--- config.mk ---
export PLATFORM = sky130hd
export DESIGN_NAME = multibit_fifo_rd_ctrl
export DESIGN_NICKNAME = d
export VERILOG_FILES = /design/src/rtl/multibit_fifo_pkg.sv /design/src/rtl/multibit_fifo_gray_sync.sv /design/src/rtl/multibit_fifo_rd_ctrl.sv
export SDC_FILE = /design/constraint.sdc
export NUM_CORES = 1
export LEC_CHECK = 0
export CAP_MARGIN = 40
export CORE_MARGIN = 10
export CORE_UTILIZATION = 25
export CTS_BUF_LIST = sky130_fd_sc_hd__clkbuf_4 sky130_fd_sc_hd__clkbuf_8
export DETAILED_ROUTE_END_ITERATION = 8
export RECOVER_POWER = 50
export REMOVE_ABC_BUFFERS = 1
export SKIP_LAST_GASP = 1
export SLEW_MARGIN = 0
export SYNTH_ARGS = -nofsm -noshare
export SYNTH_HDL_FRONTEND = slang
export SYNTH_SLANG_ARGS = --single-unit
--- constraint.sdc ---
create_clock -name clk -period 8.5 [get_ports clk]
set_clock_uncertainty 0.05 [all_clocks]
set_input_delay 1.7 -clock clk [delete_from_list [all_inputs] [get_ports clk]]
set_output_delay 1.7 -clock clk [all_outputs]
set_load 0.1 [all_outputs]
--- src/rtl/multibit_fifo_pkg.sv ---
// Shared types and pointer helpers for the multi-entry CDC FIFO (read and write controllers).
// Helpers work on a 32-bit container; callers zero-extend narrower pointers.
package multibit_fifo_pkg;

  localparam int FIFO_ADDR_WIDTH = 3;
  localparam int PTR_MAX_W       = 32;

  typedef logic [FIFO_ADDR_WIDTH:0] ptr_t;
  typedef logic [PTR_MAX_W-1:0]     ptr_max_t;

  function automatic ptr_max_t bin2gray(input ptr_max_t b);
    return b ^ (b >> 1);
  endfunction

  function automatic ptr_max_t gray2bin(input ptr_max_t g);
    ptr_max_t b;
    b[PTR_MAX_W-1] = g[PTR_MAX_W-1];
    for (int i = PTR_MAX_W - 2; i >= 0; i--) begin
      b[i] = b[i+1] ^ g[i];
    end
    return b;
  endfunction

  function automatic int unsigned popcount(input ptr_max_t v);
    int unsigned n;
    n = 0;
    for (int i = 0; i < PTR_MAX_W; i++) begin
      n += int'(v[i]);
    end
    return n;
  endfunction

endpackage

--- src/rtl/multibit_fifo_gray_sync.sv ---
// Vector synchronizer for a Gray-coded pointer crossing into the clk domain.
// Only valid for Gray-coded (single-bit-change) inputs; all flops carry ASYNC_REG and need a false path on the input.
module multibit_fifo_gray_sync #(
  parameter int WIDTH  = 4,
  parameter int STAGES = 2
) (
  input  logic             clk,
  input  logic             reset,
  input  logic [WIDTH-1:0] d,
  output logic [WIDTH-1:0] q
);

  (* ASYNC_REG = "TRUE" *) logic [WIDTH-1:0] sync_q [STAGES];

  always_ff @(posedge clk) begin
    if (reset) begin
      for (int i = 0; i < STAGES; i++) sync_q[i] <= '0;
    end else begin
      sync_q[0] <= d;
      for (int i = 1; i < STAGES; i++) sync_q[i] <= sync_q[i-1];
    end
  end

  assign q = sync_q[STAGES-1];

endmodule

--- src/rtl/multibit_fifo_rd_ctrl.sv ---
// Read-side controller of the multi-entry CDC FIFO: syncs the write pointer, owns the read
// pointer, addresses the external RAM and drives a registered valid/ready output stream.
module multibit_fifo_rd_ctrl
  import multibit_fifo_pkg::*;
#(
  parameter int DATA_WIDTH  = 32,
  parameter int ADDR_WIDTH  = 3,
  parameter int SYNC_STAGES = 2
) (
  input  logic                  clk,
  input  logic                  reset,
  input  logic [ADDR_WIDTH:0]   wptr_gray,
  output logic [ADDR_WIDTH:0]   rptr_gray,
  output logic [ADDR_WIDTH-1:0] ram_raddr,
  input  logic [DATA_WIDTH-1:0] ram_rdata,
  output logic                  out_valid,
  output logic [DATA_WIDTH-1:0] out_data,
  input  logic                  out_ready,
  output logic [ADDR_WIDTH:0]   level,
  output logic                  err_gray
);

  localparam int PW = ADDR_WIDTH + 1;
  localparam logic [PW-1:0] DEPTH = PW'(2 ** ADDR_WIDTH);

  logic [PW-1:0]         wsync_gray, wsync_prev, wsync_bin;
  logic [PW-1:0]         rptr_bin, rptr_next, ram_fill, level_next;
  logic                  empty, load, valid_next, gray_jump, overfill;
  logic [DATA_WIDTH-1:0] data_next;

  multibit_fifo_gray_sync #(
    .WIDTH  (PW),
    .STAGES (SYNC_STAGES)
  ) u_wptr_sync (
    .clk   (clk),
    .reset (reset),
    .d     (wptr_gray),
    .q     (wsync_gray)
  );

  assign wsync_bin = PW'(gray2bin(ptr_max_t'(wsync_gray)));
  assign ram_raddr = rptr_bin[ADDR_WIDTH-1:0];

  // Full-width compare: the extra MSB distinguishes empty from a lapped (full) pointer.
  always_comb begin
    empty      = (wsync_bin == rptr_bin);
    load       = !empty && (!out_valid || out_ready);
    rptr_next  = load ? rptr_bin + PW'(1) : rptr_bin;
    data_next  = load ? ram_rdata : out_data;
    valid_next = out_valid;
    if (load)                        valid_next = 1'b1;
    else if (out_valid && out_ready) valid_next = 1'b0;
    ram_fill   = wsync_bin - rptr_next;
    level_next = ram_fill + PW'(valid_next);
    gray_jump  = popcount(ptr_max_t'(wsync_gray ^ wsync_prev)) > 1;
    overfill   = (wsync_bin - rptr_bin) > DEPTH;
  end

  always_ff @(posedge clk) begin
    if (reset) begin
      rptr_bin   <= '0;
      rptr_gray  <= '0;
      wsync_prev <= '0;
      out_valid  <= 1'b0;
      out_data   <= '0;
      level      <= '0;
      err_gray   <= 1'b0;
    end else begin
      rptr_bin   <= rptr_next;
      rptr_gray  <= PW'(bin2gray(ptr_max_t'(rptr_next)));
      wsync_prev <= wsync_gray;
      out_valid  <= valid_next;
      out_data   <= data_next;
      level      <= level_next;
      if (gray_jump || overfill) err_gray <= 1'b1;
    end
  end

endmodule

==> flow_summary_export.csv <==
group,metric,value,unit
grt,grt_max_degree,33,
final_layout,regArea,1140,um2
pwr,cellPowerDensity,404,nW/um2
pwr,peakVddDrop,0.236,mV
worst_setup_path,arrival,4.53,ns
logic_synthesis,synth_mux_area_share,1.52,%
worst_setup_path,critPathMaxFanout,14,
floorplanning,die_h,116,um
worst_setup_path,critPathKind,"in2reg",
logic_synthesis,ys_ff_latch,57,
worst_setup_path,cp-start-kind,"input port",
logic_synthesis,ys_warn_count,0,
floorplanning,die_x,116,um
logic_synthesis,yosys.area_share.simple,18.2,%
placement,gp_congestion,0.764,
clock_tree,clk_pin_slew,0.07,ns
clock_tree,cts_tree,"built",
placement,numPortBuffers,83,
logic_synthesis,synthXorXnorAreaFrac,9.59,%
placement,placed_cells,482,
logic_synthesis,yosysTopAreaCell,"dfxtp_1",
logic_synthesis,ys_seq_area_share,49.4,%
logic_synthesis,synth_top_area_share,49.4,%
worst_setup_path,crit_path_end_kind,"flip-flop",
clock_tree,post_cts_resized,0,
logic_synthesis,syn_area,2310,um2
clock_tree,cts_setup_buffers,0,
timing,finalMaxSlewViolations,0,
timing,fin_crit_sh,50.9,%
timing,relSlewSlack,9.55,%
final_layout,nets,432,
final_layout,fillers,869,
final_layout,diodes,0,
routing,post-route-drc-count,0,
worst_setup_path,rrSetupSlack,4.50,ns
logic_synthesis,synth-async-reset-ratio,0,%
routing,firstDrtPassIters,4,
floorplanning,rows,35,
run_status,status,"finished, final reports clean",
clock_tree,numCtsBuffers,9,
flow_run,maxCapViolations,0,
clock_tree,hold_buffers,0,
clock_tree,cts_sinks,57,
worst_setup_path,slowest_stage,"o21a_1",
routing,wirelength,6530,um
clock_tree,clk-insertion-delay-late,0.33,ns
final_layout,drive_gt1_share,11.9,%
floorplanning,core_area,9110,um2
worst_setup_path,path_cells,"dlygate4sd3_1, nand2b_1, o21a_1, nor2_1, a21oi_2, xnor2_1, ha_1, a21o_1, a21oi_1, xnor2_1, xnor3_1, nor2_1",
worst_setup_path,cp.required,8.70,ns
timing,rsz0062_at_grt,"false",
clock_tree,cts_htree_levels,3,
hold_path,hp-class,"reg2reg",
routing,vias,2071,
placement,dp_hpwl,5050,um
logic_synthesis,yosysUniqueCellTypes,30,
timing,worst_pin_slew,1.36,ns
routing,ant_nets,0,
grt,grt_pass1_vias,2127,
clock_tree,root_buffer,"clkbuf_8",
grt,overflow,0,
pwr,p_leak,1.63,nW
logic_synthesis,synth-compound-area-share,10.7,%
floorplanning,dieArea,13500,um2
pwr,power,1.64,mW
routing,viasPerCell,4.16,
clock_tree,cts_buffer_depth,2,
logic_synthesis,synthAdderAreaFrac,6.61,%
timing,hold_viol,0,
logic_synthesis,synth_flop_cell,"dfxtp_1",
floorplanning,io_pins,84,
final_layout,area_delta_synth_final,75.6,%
timing,final.min_clock_period,4.32,ns
logic_synthesis,syn_area_per_cell,9.09,um2
routing,wl_per_cell,13.1,um
routing,drt-initial-drc-count,71,
logic_synthesis,synthCells,254,
logic_synthesis,synthTopCellsByArea,"dfxtp_1, nand2_1, a21oi_1",
timing,setup_viol,0,
timing,fin_tns_setup,0,ns
worst_setup_path,cpPeakStageDelay,0.58,ns
grt,grt_pass1_wl,10500,um
grt,antenna_found_initial,0,
logic_synthesis,synth_edf_count,0,
logic_synthesis,synth_top_family_by_area,"simple AND/OR/NAND/NOR gates",
grt,grt_usage,9.87,%
final_layout,multi_input_area,1080,um2
timing,fmax,231,MHz
floorplanning,start_util,25.3,%
final_layout,instances_no_fill,498,
cells in the mapped netlist, types with 4 or more instances:
cell,instances
ha_1,9
inv_1,8
xor2_1,7
buf_2,4
xnor2_1,12
nand2_1,64
nor2_1,10
dfxtp_1,57
a21oi_1,35
nor2b_1,15
clkbuf_1,9
metal layers:
| metal | routed length (um) | part of all wire (%) | global-route usage (%) | vias up |
|---|---|---|---|---|
| met5 | 0 | 0 | 0 | - |
| met4 | 79 | 1.2 | 3.75 | 0 |
| met3 | 410 | 6.3 | 4.42 | 4 |
| met2 | 3220 | 49 | 16.4 | 56 |
| met1 | 2830 | 43 | 10.9 | 942 |
| li1 | - | - | - | 1069 |
per-stage QoR:
stage | worst slack (ns) | utilization [%] | instance area, um2 | hold slack [ns]
after floorplan | 4.35 | - | 2250 | 0.364
after global placement | 3.46 | 35.3 | 3210 | 0.373
after detailed placement | 3.89 | 45.4 | 4140 | 0.377
after CTS | 4.27 | 47.6 | 4340 | 0.392
after global routing | 3.93 | 44.5 | 4050 | 0.404
final | 4.18 | 44.5 | 4050 | 0.386
cell families after synthesis:
kind of cell / count (synthesis)
AOI/OAI and AO/OA: 43
xor gates and xnor gates: 22
adders and majority gates: 11
buffers and inverters: 22
DFF: 57
muxes: 3
and+or+nand+nor: 96
cell usage in the layout (no fill, tap or decap), drive strengths merged:
cell type	n
clkdlybuf4s50	81
nand2	64
dfxtp	57
a21oi	36
clkbuf	36
buf	24
nor2b	15
xnor2	13
nor2	11
ha	9
inv	8
xor2	8
nand3	2
nand2b	2
a21o	2
mux2i	2
fa	2
clkinvlp	2
clkinv	2
o211ai	1
o21a	1
and2	1
nor3b	1
o21ai	1
mux2	1
xnor3	1
a211oi	1
a41o	1
bufinv	1
dlygate4sd3	1
critical path, delay by kind of cell:
kind                       cells  cell delay (ns)
and+or+nand+nor                3             0.40
AOI/OAI and AO/OA              4             1.14
buffers and inverters          1             0.51
adders and majority gates      1             0.24
xor gates and xnor gates       3             0.52
power by group:
| group | internal [mW] | total (mW) | switching, mW |
|---|---|---|---|
| combinational | 0.371 | 1.02 | 0.652 |
| clock | 0.146 | 0.256 | 0.110 |
| sequential | 0.328 | 0.359 | 0.0315 |
sequential cells by signal (all words and copies together) (netlist names):
signal / flops
err_gray: 1
level: 4
out_data: 32
out_valid: 1
rptr_bin: 3
rptr_gray: 4
u_wptr_sync.sync_q: 8
wsync_prev: 4
cell type report:
class	instances	area share [%]
inverters	8	0.741
well taps	111	3.43
multi-input cells	175	26.5
repair buffers	131	36.2
clock buffers	11	3.58
flip-flops and latches	57	28.1
clock inverters	5	1.36
path summary, 6_finish.rpt:
kind                                                  to  cells past startpoint                     start
worst min-delay path            u_wptr_sync.sync_q[0][5]                      1  u_wptr_sync.sync_q[0][1]
worst min register to register  u_wptr_sync.sync_q[0][5]                      1  u_wptr_sync.sync_q[0][1]
worst max register to register                  level[3]                     16  u_wptr_sync.sync_q[0][7]
worst max-delay path                            level[3]                     12                 out_ready
Note: power is estimated with default switching activity, not from simulation.
